--- src/rtl/ucie_ctl_rx_credit_ctrl_if.sv ---
// ---------------------------------------------------------------------------
// ucie_ctl_rx_credit_ctrl_if
//
// Bundles the link-state, RX-buffer and credit-return signals of the UCIe
// controller RX credit controller.
//
// Signals (direction seen from the credit controller):
//   i_state_request        in   link-state request, 1 = RX path active
//   i_flit_valid           in   one flit written into the RX buffer
//   i_flit_consumed        in   one flit read out by the protocol layer
//   i_overflow_detected    in   overflow flag raised by the RX buffer
//   i_credit_return_ready  in   credit return path accepts the transfer
//   o_buffer_enable        out  RX buffer write enable
//   o_credit_return_valid  out  credit return transfer pending
//   o_credit_return_count  out  credits carried by the transfer
//   o_overflow_detected    out  sticky overflow / error flag
//   o_occupancy            out  current RX buffer occupancy
//   o_state                out  controller state (00 IDLE, 01 ACTIVE,
//                               10 DRAIN, 11 ERROR)
//
// Credit return handshake: a transfer is offered by raising
// o_credit_return_valid together with o_credit_return_count. Both hold
// stable until a rising clock edge sees valid and i_credit_return_ready
// high together; that edge completes the transfer and valid drops for at
// least one cycle before another transfer is offered. ready may be high
// while valid is low without effect. The one exception is entry to ERROR,
// which withdraws an outstanding offer and abandons it.
//
// Modports: slave = the credit controller, master = the surrounding logic
// (or a testbench) driving the requests and observing the results.
// ---------------------------------------------------------------------------
interface ucie_ctl_rx_credit_ctrl_if #(
  parameter int CNT_W = 5
);
  logic             i_state_request;
  logic             i_flit_valid;
  logic             i_flit_consumed;
  logic             i_overflow_detected;
  logic             i_credit_return_ready;
  logic             o_buffer_enable;
  logic             o_credit_return_valid;
  logic [CNT_W-1:0] o_credit_return_count;
  logic             o_overflow_detected;
  logic [CNT_W-1:0] o_occupancy;
  logic [1:0]       o_state;

  modport master (
    output i_state_request,
    output i_flit_valid,
    output i_flit_consumed,
    output i_overflow_detected,
    output i_credit_return_ready,
    input  o_buffer_enable,
    input  o_credit_return_valid,
    input  o_credit_return_count,
    input  o_overflow_detected,
    input  o_occupancy,
    input  o_state
  );

  modport slave (
    input  i_state_request,
    input  i_flit_valid,
    input  i_flit_consumed,
    input  i_overflow_detected,
    input  i_credit_return_ready,
    output o_buffer_enable,
    output o_credit_return_valid,
    output o_credit_return_count,
    output o_overflow_detected,
    output o_occupancy,
    output o_state
  );
endinterface

--- src/rtl/ucie_ctl_rx_credit_ctrl.sv ---
// ---------------------------------------------------------------------------
// ucie_ctl_rx_credit_ctrl
//
// Sequences the UCIe controller RX buffer and returns flow-control credits
// to the remote transmitter. Buffer occupancy is tracked from the write and
// consume strobes, the buffer is only write-enabled in ACTIVE, and freed
// entries are batched into credit-return transfers. Any overflow (local
// accounting or reported by the buffer) latches the block into ERROR until
// reset.
//
// Ports:
//   i_clk  block clock, rising edge
//   i_rst  asynchronous active-high reset; all outputs read 0 while high
//   bus    ucie_ctl_rx_credit_ctrl_if.slave (requests in, status out)
//
// All outputs come straight from registers. o_state doubles as the FSM
// debug view: 00 IDLE, 01 ACTIVE, 10 DRAIN, 11 ERROR.
//
// Optional build macro UCIE_CTL_RX_CREDIT_TIMEOUT_EN: when defined, a
// partial batch (0 < pending < CREDIT_BATCH) that sits unchanged in ACTIVE
// for TIMEOUT_CYCLES cycles is flushed as one transfer of all pending
// credits. When undefined, ACTIVE only returns full batches and partial
// batches wait for DRAIN.
// ---------------------------------------------------------------------------
module ucie_ctl_rx_credit_ctrl #(
  parameter int BUF_DEPTH      = 16,
  parameter int CNT_W          = 5,
  parameter int CREDIT_BATCH   = 4,
  parameter int TIMEOUT_CYCLES = 32
) (
  input logic                    i_clk,
  input logic                    i_rst,
  ucie_ctl_rx_credit_ctrl_if.slave bus
);

  // Elaboration-time sanity checks on the configuration.
  if (CNT_W < $clog2(BUF_DEPTH + 1)) begin : g_bad_cnt_w
    $error("CNT_W too small for BUF_DEPTH");
  end
  if (CREDIT_BATCH < 1 || CREDIT_BATCH > BUF_DEPTH) begin : g_bad_batch
    $error("CREDIT_BATCH out of range 1..BUF_DEPTH");
  end
  if (TIMEOUT_CYCLES < 1) begin : g_bad_timeout
    $error("TIMEOUT_CYCLES must be at least 1");
  end

  localparam logic [CNT_W-1:0] DEPTH_C = CNT_W'(BUF_DEPTH);
  localparam logic [CNT_W-1:0] BATCH_C = CNT_W'(CREDIT_BATCH);

  typedef enum logic [1:0] {
    ST_IDLE   = 2'b00,
    ST_ACTIVE = 2'b01,
    ST_DRAIN  = 2'b10,
    ST_ERROR  = 2'b11
  } state_t;

  state_t           state;
  logic [CNT_W-1:0] occ;
  logic [CNT_W-1:0] pend;
  logic             ret_valid;
  logic [CNT_W-1:0] ret_count;
  logic             buf_en;
  logic             ovf;

`ifdef UCIE_CTL_RX_CREDIT_TIMEOUT_EN
  localparam int TMR_W = $clog2(TIMEOUT_CYCLES + 1);
  logic [TMR_W-1:0] tmr;
`endif

  // Next-value helpers, only consumed in ACTIVE / DRAIN.
  logic             in_flow;
  logic             overflow_hit;
  logic             accept_consume;
  logic             handshake;
  logic             timeout_fire;
  logic             issue;
  logic [CNT_W-1:0] issue_count;
  logic             valid_next;
  logic [CNT_W-1:0] occ_next;
  logic [CNT_W-1:0] pend_next;

`ifdef UCIE_CTL_RX_CREDIT_TIMEOUT_EN
  assign timeout_fire = (state == ST_ACTIVE) && !ret_valid && (pend != '0) &&
                        (pend < BATCH_C) && (tmr == TMR_W'(TIMEOUT_CYCLES));
`else
  assign timeout_fire = 1'b0;
`endif

  always_comb begin
    in_flow        = (state == ST_ACTIVE) || (state == ST_DRAIN);
    // A write with a simultaneous consume does not grow occupancy, so only
    // an unmatched write into a full buffer counts as local overflow.
    overflow_hit   = in_flow &&
                     ((bus.i_flit_valid && !bus.i_flit_consumed && (occ == DEPTH_C)) ||
                      bus.i_overflow_detected);
    accept_consume = bus.i_flit_consumed && (occ != '0);
    handshake      = ret_valid && bus.i_credit_return_ready;

    // A new offer is decided from the registered pending count; in DRAIN
    // any nonzero remainder goes out regardless of batch size.
    issue       = 1'b0;
    issue_count = '0;
    if (!ret_valid) begin
      if ((state == ST_ACTIVE) && (pend >= BATCH_C)) begin
        issue       = 1'b1;
        issue_count = BATCH_C;
      end else if ((state == ST_DRAIN) && (pend != '0)) begin
        issue       = 1'b1;
        issue_count = pend;
      end else if (timeout_fire) begin
        issue       = 1'b1;
        issue_count = pend;
      end
    end

    // Completing a transfer always forces a low cycle on valid.
    valid_next = handshake ? 1'b0 : (ret_valid || issue);

    occ_next  = occ + CNT_W'(bus.i_flit_valid) - CNT_W'(accept_consume);
    pend_next = pend - (handshake ? ret_count : '0) + CNT_W'(accept_consume);
  end

  always_ff @(posedge i_clk or posedge i_rst) begin
    if (i_rst) begin
      state     <= ST_IDLE;
      occ       <= '0;
      pend      <= '0;
      ret_valid <= 1'b0;
      ret_count <= '0;
      buf_en    <= 1'b0;
      ovf       <= 1'b0;
`ifdef UCIE_CTL_RX_CREDIT_TIMEOUT_EN
      tmr       <= '0;
`endif
    end else begin
      case (state)
        ST_IDLE: begin
          if (bus.i_state_request) begin
            state  <= ST_ACTIVE;
            buf_en <= 1'b1;
          end
        end

        ST_ACTIVE, ST_DRAIN: begin
          if (overflow_hit) begin
            // Counters freeze as they are; any outstanding offer is dropped.
            state     <= ST_ERROR;
            buf_en    <= 1'b0;
            ovf       <= 1'b1;
            ret_valid <= 1'b0;
            ret_count <= '0;
          end else begin
            occ       <= occ_next;
            pend      <= pend_next;
            ret_valid <= valid_next;
            if (issue) begin
              ret_count <= issue_count;
            end else if (!valid_next) begin
              ret_count <= '0;
            end

`ifdef UCIE_CTL_RX_CREDIT_TIMEOUT_EN
            // Count only while a partial batch sits unchanged with nothing
            // in flight; any movement of pending restarts the wait.
            if ((state == ST_ACTIVE) && !ret_valid && !issue && (pend != '0) &&
                (pend < BATCH_C) && (pend_next == pend)) begin
              tmr <= tmr + 1'b1;
            end else begin
              tmr <= '0;
            end
`endif

            if ((state == ST_ACTIVE) && !bus.i_state_request) begin
              state  <= ST_DRAIN;
              buf_en <= 1'b0;
            end else if ((state == ST_DRAIN) && bus.i_state_request) begin
              state  <= ST_ACTIVE;
              buf_en <= 1'b1;
            end else if ((state == ST_DRAIN) && (occ_next == '0) &&
                         (pend_next == '0) && !valid_next) begin
              state <= ST_IDLE;
            end
          end
        end

        ST_ERROR: begin
          // Terminal until reset.
        end
      endcase
    end
  end

  assign bus.o_buffer_enable       = buf_en;
  assign bus.o_credit_return_valid = ret_valid;
  assign bus.o_credit_return_count = ret_count;
  assign bus.o_overflow_detected   = ovf;
  assign bus.o_occupancy           = occ;
  assign bus.o_state               = state;

endmodule

--- src/flat_wrapper.sv ---
// flat-port wrapper written by rule: the top's interface ports become plain ports
module ucie_ctl_rx_credit_ctrl_flat 
#(
  parameter int BUF_DEPTH      = 16,
  parameter int CNT_W          = 5,
  parameter int CREDIT_BATCH   = 4,
  parameter int TIMEOUT_CYCLES = 32
)
  (i_clk, i_rst, bus_i_state_request, bus_i_flit_valid, bus_i_flit_consumed, bus_i_overflow_detected, bus_i_credit_return_ready, bus_o_buffer_enable, bus_o_credit_return_valid, bus_o_credit_return_count, bus_o_overflow_detected, bus_o_occupancy, bus_o_state);
  ucie_ctl_rx_credit_ctrl_if #(.CNT_W(CNT_W)) bus_i ();
  input logic i_clk;
  input logic i_rst;
  input wire logic [$bits(bus_i.i_state_request)-1:0] bus_i_state_request;
  input wire logic [$bits(bus_i.i_flit_valid)-1:0] bus_i_flit_valid;
  input wire logic [$bits(bus_i.i_flit_consumed)-1:0] bus_i_flit_consumed;
  input wire logic [$bits(bus_i.i_overflow_detected)-1:0] bus_i_overflow_detected;
  input wire logic [$bits(bus_i.i_credit_return_ready)-1:0] bus_i_credit_return_ready;
  output wire logic [$bits(bus_i.o_buffer_enable)-1:0] bus_o_buffer_enable;
  output wire logic [$bits(bus_i.o_credit_return_valid)-1:0] bus_o_credit_return_valid;
  output wire logic [$bits(bus_i.o_credit_return_count)-1:0] bus_o_credit_return_count;
  output wire logic [$bits(bus_i.o_overflow_detected)-1:0] bus_o_overflow_detected;
  output wire logic [$bits(bus_i.o_occupancy)-1:0] bus_o_occupancy;
  output wire logic [$bits(bus_i.o_state)-1:0] bus_o_state;
  assign bus_i.i_state_request = bus_i_state_request;
  assign bus_i.i_flit_valid = bus_i_flit_valid;
  assign bus_i.i_flit_consumed = bus_i_flit_consumed;
  assign bus_i.i_overflow_detected = bus_i_overflow_detected;
  assign bus_i.i_credit_return_ready = bus_i_credit_return_ready;
  assign bus_o_buffer_enable = bus_i.o_buffer_enable;
  assign bus_o_credit_return_valid = bus_i.o_credit_return_valid;
  assign bus_o_credit_return_count = bus_i.o_credit_return_count;
  assign bus_o_overflow_detected = bus_i.o_overflow_detected;
  assign bus_o_occupancy = bus_i.o_occupancy;
  assign bus_o_state = bus_i.o_state;
  ucie_ctl_rx_credit_ctrl #(.BUF_DEPTH(BUF_DEPTH), .CNT_W(CNT_W), .CREDIT_BATCH(CREDIT_BATCH), .TIMEOUT_CYCLES(TIMEOUT_CYCLES)) u_core (.i_clk(i_clk), .i_rst(i_rst), .bus(bus_i));
endmodule
--- config.mk ---
export PLATFORM = sky130hd
export DESIGN_NAME = ucie_ctl_rx_credit_ctrl_flat
export DESIGN_NICKNAME = d
export VERILOG_FILES = /design/src/rtl/ucie_ctl_rx_credit_ctrl_if.sv /design/src/rtl/ucie_ctl_rx_credit_ctrl.sv /design/src/flat_wrapper.sv
export SDC_FILE = /design/constraint.sdc
export NUM_CORES = 1
export LEC_CHECK = 0
export BUFFER_PORTS_ARGS = -buffer_cell sky130_fd_sc_hd__buf_4
export CAP_MARGIN = 20
export CORE_MARGIN = 2
export CORE_UTILIZATION = 30
export DETAILED_ROUTE_END_ITERATION = 6
export HOLD_SLACK_MARGIN = 0.05
export MAX_ROUTING_LAYER = met4
export SLEW_MARGIN = 20
export SYNTH_ARGS = -nofsm -noshare
export SYNTH_HDL_FRONTEND = slang
export SYNTH_SLANG_ARGS = --single-unit
--- constraint.sdc ---
create_clock -name i_clk -period 4.63 [get_ports i_clk]
set_clock_uncertainty 0.05 [all_clocks]
set_input_delay 0.2315 -clock i_clk [delete_from_list [all_inputs] [get_ports i_clk]]
set_output_delay 0.2315 -clock i_clk [all_outputs]
set_load 0.05 [all_outputs]
Word level (Yosys, flattened, before mapping)
Cells that the tools add are included.
Widths: inputs -> output; s select.
{"block": "totals", "latchBits": 0, "wordCells": 73, "ff_bits": 20, "mem_count": 0, "output_inout_bits": 15, "in_bits": 7, "mem_bits_ro": 0, "mem_bits_rw": 0}
{"block": "classes", "eq_ne": 7, "n_mux": 23, "order_cmp": 1, "n_reduce_logical": 30, "bitwise": 1, "addsub": 4, "multipliers": 0, "n_div": 0, "shift": 0}
{"operator": "$mux 5", "count": 7}
{"operator": "$logic_and 1x1->1", "count": 12}
{"operator": "$add 5x1->5", "count": 2}
{"operator": "$logic_not 5->1", "count": 2}
{"operator": "$mux 2", "count": 5}
{"operator": "$reduce_bool 5->1", "count": 2}
{"operator": "$mux 1", "count": 9}
{"operator": "$reduce_and 2->1", "count": 3}
{"operator": "$reduce_and 3->1", "count": 2}
{"operator": "$eq 5x5->1 const B", "count": 1}
{"operator": "$ge 5x3->1 const B", "count": 1}
{"operator": "$ne 5x1->1 const B", "count": 1}
{"operator": "$sub 5x1->5", "count": 1}
{"operator": "$sub 5x5->5", "count": 1}
{"operator": "$ne 4x1->1 const B", "count": 1}
{"operator": "$pmux 2 s2", "count": 1}
{"operator": "$logic_not 1->1", "count": 3}
{"operator": "$logic_or 1x1->1", "count": 3}
{"operator": "$ne 3x1->1 const B", "count": 1}
{"operator": "$eq 2x1->1 const B", "count": 1}
{"operator": "$eq 2x2->1 const B", "count": 1}
{"operator": "$logic_not 2->1", "count": 1}
{"operator": "$ne 2x2->1 const B", "count": 1}
{"operator": "$pmux 1 s2", "count": 1}
{"operator": "other kinds (3)", "count": 3}

Logic depth before layout (Yosys ltp)
Gate-level depths: netlist (run 1).
{"block": "depth", "depth_word": 14, "depth_mapped": 15, "mapped_depth_nobuf": 15}

Least setup slack after synthesis (run 1)
No wires, ideal clock.
{"block": "synth_path", "path_kind": "register to register", "from": "reg u_core.occ[3] (netlist: u_core.bus.o_occupancy[3])", "to": "reg u_core.state[1] (netlist: u_core.bus.o_state[1])", "required_ns": 4.436, "setup_slack_ns": 1.415, "arrival_time_ns": 3.021, "path_buffers": 0, "synth_period_minus_slack_ns": 3.215, "setup_ns": 0.144, "path_stages_with_launch": 16, "path_cell_list": "dfrtp_1 -> inv_1 -> ha_1 -> and2b_2 -> nand2b_1 -> nand3_1 -> o21ai_0 -> ha_1 -> inv_1 -> fa_1 -> nand2b_1 -> a21oi_1 -> xnor2_1 -> nand4b_1 -> nor4b_2 -> a31oi_1"}
{"block": "synth_via", "elab_chain_cells": 9, "elab_cells_between_ends": 18, "classes_between": "3 x add/sub; 2 x eq/ne; 2 x mux; 11 x reduce/logical"}
{"element": "start, declared", "line_no": "ucie_ctl_rx_credit_ctrl.sv:58", "rtl": "logic [CNT_W-1:0] occ;"}
{"element": "start signal, assigned", "line_no": "ucie_ctl_rx_credit_ctrl.sv:153", "rtl": "occ <= occ_next;"}
{"element": "branches (longest 9 deep; another with $add 5x1->5)"}
{"element": "end signal, assigned", "line_no": "ucie_ctl_rx_credit_ctrl.sv:174", "rtl": "state <= ST_DRAIN;"}
{"element": "end signal, assigned", "line_no": "ucie_ctl_rx_credit_ctrl.sv:177", "rtl": "state <= ST_ACTIVE;"}
{"element": "end signal, assigned", "line_no": "ucie_ctl_rx_credit_ctrl.sv:181", "rtl": "state <= ST_IDLE;"}
{"element": "end, declared", "line_no": "ucie_ctl_rx_credit_ctrl.sv:57", "rtl": "state_t state;"}
Parallel ways; which one is timed is not known.
A chain may end at the register's enable or synchronous reset.

Final worst setup path (run 1)
Ends and elaborated chain as after synthesis.

==> summary.txt, run 1 <==
CTS
  – H-tree levels: 1
  – Setup bufs post-CTS: 0
  – CTS Hold Bufs: 0
  – Clk pin slew, worst setup/hold paths: 0.07 ns
  – Clock Sinks: 20
  – CTS Buf Count: 3
  – CTS tree: done
  – Post-CTS Resized: 0
  – Root Driver: clkbuf_8
  – Worst-Skew Late Latency: 0.26 ns
  – Max Root-Sink Buffers: 2

Detailed routing
  – Post-DRT Antenna Nets: 0
  – Routed wire length: 2.964 mm
  – Vias per inst: 4.848
  – Via count: 1115
  – # DRC: 0
  – Initial DRC count: 36
  – Pre-antenna DRT Iters: 4
  – Drt wl/cell: 12.89 um

Yosys
  – Prevailing post-synth register cell: dfrtp_1
  – Area share of the largest cell type after synthesis: 0.3500
  – Ys async rst share: 1.000
  – Syn Nets: 181
  – EDFF count, synth: 0
  – Synth Instances: 156
  – Post-synthesis sequential area ratio: 0.3500
  – FF+latch count, synth: 20
  – Unique cell type count in the Yosys netlist: 35
  – Post-Syn Area: 1430 um^2
  – Most area-consuming cells after synthesis: dfrtp_1 35%, ha_1 14%, inv_1 5.0%
  – Synth Warn #: 0
  – Syn Area/Cell: 9.167 um^2
  – Dominant cell type by area after synthesis: dfrtp_1

Finish
  – Layout cells sized above 1: 0.1591
  – ANT cells: 0
  – Most frequent cells in the layout: 21 x buf_4, 20 x dfrtp_1, 19 x inv_1
  – Number of nets in the layout: 203
  – Commonest non-fill, non-tap cell in the layout: buf_4
  – Register area: 500.5 um^2
  – Area of the multi-input gates: 843.3 um^2
  – Layout area overhead: 17.59%
  – Fillers: 470

Global route
  – GRT met3 Usage: 0.03177
  – GR Overflow Total: 0
  – Routing usage on met1: 0.1614
  – Total GRT Usage: 0.1229
  – Initial antenna violation count: 0
  – Gr busiest metal: met2
  – Vias in the first global route: 1075
  – Largest net degree at the start of global routing: 22
  – First-pass GRT wire length: 5.037 mm
  – Met2 GRT Util: 0.1912

Die
  – Die width: 73.05 um
  – Core ar.: 4661 um^2
  – Die area: 5336 um^2
  – # rows: 25
  – IO Pins: 22
  – Die H: 73.05 um
  – Initial Utilization: 0.3068

STA
  – Final setup TNS: 0 ns
  – Slew HR: 0.4662
  – Slew Limit Fails: 0
  – Period utilization: 0.6701
  – Final Worst Setup Slack: 1.528 ns
  – RSZ-0062 raised after global routing: no
  – Fin. Hold Viols: 0
  – Crit path time final: 3.102 ns
  – Max Freq: 322.3 MHz
  – Worst slew pin tran: 0.7998 ns
  – Final setup violation count: 0

Place
  – Port bufs: 21
  – Pre-CTS WS: 1.515 ns
  – Post-DP HPWL: 2.322 mm
  – Routability cong.: 0.7532

Hold path
  – HP Class: in2async

Run status
  – Status: completed

Pwr
  – Power per cell area: 775.2 nW/um^2
  – Worst vdd ir: 279.5 uV
  – Static Leakage: 0.8320 nW

Setup path
  – Critical Path AT: 3.17 ns
  – Worst setup SP type: flop
  – Worst setup path class: reg2reg
  – Req. time, crit path: 4.69 ns
  – Crit Path Max Fanout: 4
  – CP endpoint kind: flop

Job
  – Max cap viols: 0
## state kept, by name, indices dropped and copies added (netlist names)
| signal | count |
|---|---|
| u_core.bus.o_credit_return_count | 5 |
| u_core.bus.o_credit_return_valid | 1 |
| u_core.bus.o_state | 2 |
| u_core.pend | 5 |
| u_core.bus.o_occupancy | 5 |
| u_core.bus.o_buffer_enable | 1 |
| u_core.bus.o_overflow_detected | 1 |
## Yosys cell counts, types with 2 or more instances
library cell / instances
a21o_1: 3
a21oi_1: 5
a22o_1: 5
a31oi_1: 2
a41o_1: 2
and3_1: 3
clkbuf_1: 4
dfrtp_1: 20
fa_1: 2
ha_1: 16
inv_1: 19
mux2_1: 2
nand2_1: 16
nand2b_1: 3
nand3_1: 7
nor2_1: 5
nor2b_1: 3
o21ai_0: 7
o21ai_1: 6
or3_1: 2
xnor2_1: 8
xor2_1: 3
## path summary, 6_finish.rpt
check	slack, ns	cells past startpoint	end	from
setup / recovery	1.53	15	u_core.bus.o_state[1]	u_core.bus.o_occupancy[3]
setup reg to reg	1.53	15	u_core.bus.o_state[1]	u_core.bus.o_occupancy[3]
min in group i_clk	0.32	3	u_core.bus.o_occupancy[0]	bus_i_flit_valid
hold / removal	0.08	2	u_core.bus.o_overflow_detected	i_rst
max in group asynchronous	3.96	2	u_core.pend[3]	i_rst
hold reg to reg	0.41	1	u_core.bus.o_overflow_detected	u_core.bus.o_overflow_detected
## area by class of cell
type,instances,area share
clock buffers,3,0.02455
inverters,19,0.04241
multi-input cells,113,0.5015
flip-flops and latches,20,0.2976
well taps,54,0.04018
repair buffers,21,0.09375
## where the power goes
part | switching, W | internal, W
Clock | 0.0000556 | 0.0000579
Combinational | 0.000527 | 0.000346
Sequential | 0.0000778 | 0.000239
Total | 0.000661 | 0.000643
## kinds of logic after synthesis
logic type | Yosys count | share of synthesized area
buffers and inverters | 23 | 0.06037
AOI/OAI and AO/OA | 36 | 0.1662
muxes | 2 | 0.01575
and+or+nand+nor | 46 | 0.1724
adders and majority gates | 18 | 0.1680
xor gates and xnor gates | 11 | 0.06737
DFF | 20 | 0.3500
## routing by layer
metal  part of all wire  vias up  routed length [um]
met1               0.50      517                1471
met2               0.47       19                1393
met4                  0        0                   0
li1                   -      579                   -
met3              0.033        0                  98
met5                  0        -                   0
## stage by stage
step / utilization / power (W) / hold WS [ns] / instances / instance area [um^2]
3_5_place_dp: 0.3519 / 0.001196 / 0.3951 / 227 / 1640
2_1_floorplan: - / 0.0009894 / 0.1453 / 156 / 1430
6_report: 0.3608 / 0.001304 / 0.08020 / 230 / 1682
3_3_place_gp: 0.3519 / 0.001190 / 0.3950 / 227 / 1640
5_1_grt: 0.3608 / 0.001433 / 0.1580 / 230 / 1682
4_1_cts: 0.3608 / 0.001316 / 0.1162 / 230 / 1682
## critical path, cell delays in order, from the launching register on
cell and delay (ns):
dfrtp_1 0.40, inv_1 0.10, ha_1 0.19, and2b_2 0.20, nand2b_1 0.06, nand3_1 0.12, o21ai_0 0.11, ha_1 0.20
inv_1 0.06, fa_1 0.38, nand2b_1 0.15, a21oi_1 0.23, xnor2_1 0.16, nand4b_1 0.12, nor4b_2 0.29, a31oi_1 0.12
(Power assumes the default switching activity.)
==> run 2, diff against run 1 <==
- clock period: 4.63 -> 2.6 ns (I/O delays scaled with it)
==> run 2 against run 1 <==
The flow now finishes with violations (negative setup slack). Sequential power increased by 68%. Register-to-register slack got worse by 1.7 ns. Critical path depth unchanged. Global-route usage increased by 1.6 points. Sequential cell count unchanged. Via count increased by 8.5%.
==> summary.txt, run 2 (same netlist as run 1, synthesis figures left out) <==
Detailed routing
  – Initial DRC count: 35 (-2.8%)
  – Routed wire length: 3.255 mm (+9.8%)
  – Via count: 1210 (+8.5%)
  – # DRC: 0 (unchanged)
  – Vias per inst: 4.859 (+0.24%)
  – Post-DRT Antenna Nets: 0 (unchanged)
  – Drt wl/cell: 13.07 um (+1.4%)
  – Pre-antenna DRT Iters: 4 (unchanged)

Global route
  – First-pass GRT wire length: 5.637 mm (+12%)
  – Total GRT Usage: 0.1390 (+0.01615)
  – GR Overflow Total: 0 (unchanged)
  – Largest net degree at the start of global routing: 21 (-4.5%)
  – Vias in the first global route: 1256 (+17%)
  – Initial antenna violation count: 0 (unchanged)

Die
  – Initial Utilization: 0.3068 (unchanged)
  – # rows: 25 (unchanged)
  – Core ar.: 4661 um^2 (unchanged)
  – Die H: 73.05 um (unchanged)
  – Die width: 73.05 um (unchanged)
  – Die area: 5336 um^2 (unchanged)
  – IO Pins: 22 (unchanged)

CTS
  – CTS tree: done
  – Root Driver: clkbuf_8
  – CTS Buf Count: 3 (unchanged)
  – Max Root-Sink Buffers: 2 (unchanged)
  – H-tree levels: 1 (unchanged)
  – Worst-Skew Late Latency: 0.26 ns (about the same)
  – Clock Sinks: 20 (unchanged)
  – Clk pin slew, worst setup/hold paths: 0.08 ns (about the same)

Job
  – Max cap viols: 0 (unchanged)

Finish
  – Number of nets in the layout: 221 (+8.9%)
  – ANT cells: 0 (unchanged)
  – Final Instance Area: 1934 um^2 (+15%)
  – Fillers: 453 (-3.6%)
  – Layout cells sized above 1: 0.3231 (+0.1640)
  – Most frequent cells in the layout: 37 x buf_4, 16 x inv_1, 16 x nand2_1, 16 x dfrtp_1, 14 x ha_1
  – Layout area overhead: 35.26%
  – Commonest non-fill, non-tap cell in the layout: buf_4

Hold path
  – HP Class: in2reg
  – Hold Crit Start: bus_i_state_request

Place
  – Routability cong.: 0.7915 (+5.1%)
  – Dpl cell area: 1789 um^2 (+9.1%)
  – Pre-CTS WS: -0.2422 ns (-1.757 ns)
  – Port bufs: 21 (unchanged)
  – Post-DP HPWL: 2.588 mm (+11%)

Setup path
  – Worst setup path class: reg2reg
  – Crit Path Max Fanout: 2 (-2)
  – Buffers & Inverters on Critical Path: 2 (unchanged)
  – Worst setup SP type: flop
  – Critical Path AT: 2.86 ns (-0.31 ns)
  – CP endpoint kind: flop
  – Top Family by Delay on Critical Path: simple AND/OR/NAND/NOR gates
  – Req. time, crit path: 2.68 ns (-2.01 ns)
  – Slowest CP cell: dfrtp_2
  – CP cell instances: inv_2 -> ha_4 -> and2b_2 -> nand2b_1 -> nand3_2 -> o21ai_2 -> ha_2 -> inv_2 -> fa_2 -> nand2b_4 -> a21oi_4 -> xnor2_2 -> nand4b_1 -> nor4b_4 -> a31oi_1
  – CP startpoint: u_core.bus.o_occupancy[3]
  – CP most frequent cell: inv_2
  – Reg2Reg Launch Point: u_core.bus.o_occupancy[3]
  – Max stage delay on crit path: 0.37 ns (-0.03 ns)

STA
  – Final Worst Setup Slack: -0.1786 ns (-1.706 ns)
  – Fin. Hold Viols: 0 (unchanged)
  – Final setup TNS: -0.3285 ns (-0.3285 ns)
  – Final setup violation count: 2 (+2)
  – Hold_ws: 0.2117 ns (+0.1315 ns)
  – Slew Limit Fails: 0 (unchanged)
  – Period utilization: 1.069 (+0.3986)
  – RSZ-0062 raised after global routing: yes
  – Crit path time final: 2.779 ns (-0.3238 ns)
  – Slew HR: 0.4734 (+0.007198)
  – Max Freq: 359.9 MHz (+12%)
  – Worst slew pin tran: 0.7890 ns (-0.01079 ns)

Run status
  – Status: complete, but fails checks
  – Failing checks: negative setup slack

Pwr
  – Power Total: 0.002897 W (+120%)
  – Static Leakage: 0.9538 nW (+15%)
  – Worst vdd ir: 934.9 uV (+230%)
  – Power per cell area: 1498 nW/um^2 (+93%)
-- run 2: timing repair --
item	in CTS	in global routing
buffers inserted	2	0
hold buffers	1	0
gates cloned	0	0
endpoints found under the setup margin	2	3
resized for setup	3	5
pin swaps	8	7
endpoints found under the hold margin	20	0
-- run 2: power by group --
group | total [W] | switching, W | internal [W]
sequential | 0.000531 | 0.000100 | 0.000430
combinational | 0.00205 | 0.00114 | 0.000905
clock | 0.000320 | 0.000115 | 0.000206
-- run 2: cell type report --
type	instances	area, um^2	area share
well taps	54	67.56	0.03493
inverters	19	71.32	0.03687
clock buffers	3	41.29	0.02135
flip-flops and latches	20	505.5	0.2613
clock inverters	1	30.03	0.01552
repair buffers	39	299.0	0.1546
multi-input cells	113	919.6	0.4754
-- run 2: routing by layer --
layer  part of all wire  up-vias  track usage
li1                   -      613            -
met1               0.47      569       0.1681
met2               0.48       24       0.2332
met3              0.034        4      0.03315
met4             0.0086        0      0.03292
met5                  0        -            -
-- run 2: worst paths after layout --
kind | endpoint | slack, ns | depth (start not counted)
worst max-delay path | u_core.bus.o_state[1] | -0.18 | 15
worst min-delay path | u_core.bus.o_state[0] | 0.21 | 3
worst max register to register | u_core.bus.o_state[1] | -0.18 | 15
worst min register to register | u_core.bus.o_overflow_detected | 0.41 | 1
max in group asynchronous | u_core.bus.o_occupancy[1] | 1.44 | 3
min in group asynchronous | u_core.pend[3] | 0.52 | 3
-- run 2: stage by stage --
| stage | util | cells |
|---|---|---|
| 5_1_grt | 0.4150 | 249 |
| 2_1_floorplan | - | 156 |
| 4_1_cts | 0.4083 | 249 |
| 6_report | 0.4150 | 249 |
| 3_3_place_gp | 0.3839 | 242 |
| 3_5_place_dp | 0.3839 | 242 |
-- run 2: worst min-delay path, cell delays in order --
cell and delay, ns:
buf_4 0.12, nor2_1 0.14, o31ai_1 0.10
==> run 3, diff against run 2 <==
- clock period: 2.6 -> 2.7 ns (I/O delays scaled with it)
==> run 3 against run 2 <==
Total power decreased by 8.5%. Clock-buffer cell count unchanged. Cell count decreased by 1.2%. Highest routed layer unchanged. Fmax increased by 2.3%. Core utilization decreased by 1.2 points. Wire length decreased by 2.8%. The flow still finishes with violations (negative setup slack). Register-to-register slack improved by 0.16 ns. Clock power decreased by 4%. Via count decreased by 2.1%. Global-route usage decreased by 0.64 points. Non-clock buffer count decreased by 3.
==> summary.txt, run 3 (same netlist as run 1, synthesis figures left out) <==
Run status
  – Status: complete, but fails checks
  – Failing checks: negative setup slack

Place
  – Post-DP HPWL: 2.525 mm (-2.4%)
  – Inst Count DP: 239 (-1.2%)
  – Port bufs: 21 (unchanged)
  – Routability cong.: 0.8150 (+3.0%)
  – Pre-CTS WS: -0.1206 ns (+0.1216 ns)

Setup path
  – Slowest CP cell: fa_2
  – Crit Path Max Fanout: 2 (unchanged)
  – CP endpoint kind: flop
  – Max stage delay on crit path: 0.53 ns (+0.16 ns)
  – Top Family by Delay on Critical Path: simple AND/OR/NAND/NOR gates
  – Worst setup SP type: flop
  – Req. time, crit path: 2.78 ns (+0.10 ns)
  – Worst setup path class: reg2reg
  – CP most frequent cell: inv_2
  – Critical Path AT: 2.80 ns (-0.06 ns)
  – Buffers & Inverters on Critical Path: 2 (unchanged)
  – CP cell instances: inv_2 -> ha_4 -> and2b_2 -> nand2b_1 -> nand3_2 -> o21ai_1 -> ha_2 -> inv_2 -> fa_2 -> nor2b_4 -> nand4_1 -> nand4b_1 -> nor4b_2 -> a31oi_1

Global route
  – Total GRT Usage: 0.1326 (-0.006389)
  – Vias in the first global route: 1161 (-7.6%)
  – Initial antenna violation count: 0 (unchanged)
  – First-pass GRT wire length: 5.347 mm (-5.1%)
  – GR Overflow Total: 0 (unchanged)
  – Largest net degree at the start of global routing: 21 (unchanged)

Finish
  – Register area: 505.5 um^2 (unchanged)
  – Layout cells sized above 1: 0.2969 (-0.02620)
  – Commonest non-fill, non-tap cell in the layout: buf_4
  – Area of the multi-input gates: 892.1 um^2 (-3.0%)
  – ANT cells: 0 (unchanged)
  – Final Core Density: 0.4035 (-0.01154)
  – Fillers: 463 (+2.2%)
  – Most frequent cells in the layout: 35 x buf_4, 16 x inv_1, 16 x nand2_1, 16 x dfrtp_1, 14 x ha_1
  – Layout area overhead: 31.50%
  – Layout Cells excl Fill: 246 (-1.2%)
  – Number of nets in the layout: 218 (-1.4%)

STA
  – Slew Limit Fails: 0 (unchanged)
  – Final Worst Setup Slack: -0.01685 ns (+0.1617 ns)
  – Fin. Hold Viols: 0 (unchanged)
  – Hold_ws: 0.2163 ns (+0.004562 ns)
  – Final setup violation count: 2 (unchanged)
  – Crit path time final: 2.717 ns (-0.06173 ns)
  – Worst slew pin tran: 0.7938 ns (+0.004820 ns)
  – Slew HR: 0.4702 (-0.003216)
  – Period utilization: 1.006 (-0.06244)
  – Final setup TNS: -0.03139 ns (+0.2971 ns)
  – RSZ-0062 raised after global routing: yes
  – Max Freq: 368.1 MHz (+2.3%)

CTS
  – Clock Sinks: 20 (unchanged)
  – Max Root-Sink Buffers: 2 (unchanged)
  – CTS tree: done
  – Worst-Skew Late Latency: 0.27 ns (about the same)
  – Root Driver: clkbuf_8
  – CTS Buf Count: 3 (unchanged)
  – Clk pin slew, worst setup/hold paths: 0.09 ns (about the same)
  – H-tree levels: 1 (unchanged)

Detailed routing
  – Via count: 1184 (-2.1%)
  – Vias per inst: 4.813 (-0.96%)
  – Initial DRC count: 40 (+14%)
  – Met3 WL: 134 um (+21%)
  – # DRC: 0 (unchanged)
  – Met1 Wirelength: 1.499 mm (-2.7%)
  – Routed wire length: 3.164 mm (-2.8%)
  – Drt wl/cell: 12.86 um (-1.6%)
  – Met2 routed WL: 1.514 mm (-3.8%)
  – Pre-antenna DRT Iters: 4 (unchanged)
  – DR top layer: met4
  – Post-DRT Antenna Nets: 0 (unchanged)

Die
  – # rows: 25 (unchanged)
  – Initial Utilization: 0.3068 (unchanged)
  – Die width: 73.05 um (unchanged)
  – Die area: 5336 um^2 (unchanged)
  – IO Pins: 22 (unchanged)
  – Core ar.: 4661 um^2 (unchanged)
  – Die H: 73.05 um (unchanged)

Hold path
  – HP Class: in2reg

Pwr
  – Worst vdd ir: 699.2 uV (-25%)
  – Power per cell area: 1410 nW/um^2 (-5.9%)
  – Static Leakage: 0.9235 nW (-3.2%)

Job
  – Max cap viols: 0 (unchanged)
[run 3: per-stage QoR]
step / area, um^2 / power, W
6_report: 1881 / 0.002651
4_1_cts: 1866 / 0.002654
2_1_floorplan: 1466 / 0.001775
3_3_place_gp: 1767 / 0.002279
3_5_place_dp: 1767 / 0.002295
5_1_grt: 1881 / 0.002883
[run 3: final timing paths]
kind / slack, ns / cells after the start / end / from
min in group asynchronous: 0.52 / 3 / u_core.bus.o_state[1] / i_rst
hold / removal: 0.22 / 5 / u_core.bus.o_state[0] / bus_i_state_request
setup reg to reg: -0.02 / 14 / u_core.bus.o_state[1] / u_core.bus.o_occupancy[2]
max in group asynchronous: 1.52 / 3 / u_core.bus.o_occupancy[2] / i_rst
hold reg to reg: 0.41 / 1 / u_core.bus.o_overflow_detected / u_core.bus.o_overflow_detected
setup / recovery: -0.02 / 14 / u_core.bus.o_state[1] / u_core.bus.o_occupancy[2]
[run 3: timing repair]
item,in CTS,in global routing
setup buffers,1,1
endpoints found under the setup margin,2,2
pin swaps,8,1
gates resized for setup,2,1
endpoints found under the hold margin,20,0
hold buffers,1,0
[run 3: layout make-up]
class / instances / area share
Multi-Input combinational cell: 113 / 0.4744
Clock inverter: 1 / 0.01597
Inverter: 19 / 0.03792
Sequential cell: 20 / 0.2688
Clock buffer: 3 / 0.02196
Tap cell: 54 / 0.03593
Timing Repair Buffer: 36 / 0.1450
[run 3: metal layers]
metal	track usage	vias up
met5	-	-
met4	0.02058	0
met3	0.03453	5
met2	0.2132	23
met1	0.1711	546
li1	-	610
[run 3: worst min-delay path: cells and delay by family]
family	cells	cell delay (ns)
compound gates	2	0.13
buf+inv	1	0.09
simple gates	2	0.13
[run 3: power breakdown]
| part | switching (W) | internal (W) |
|---|---|---|
| registers | 0.000108 | 0.000414 |
| clock network | 0.000107 | 0.000198 |
| logic | 0.00102 | 0.000808 |
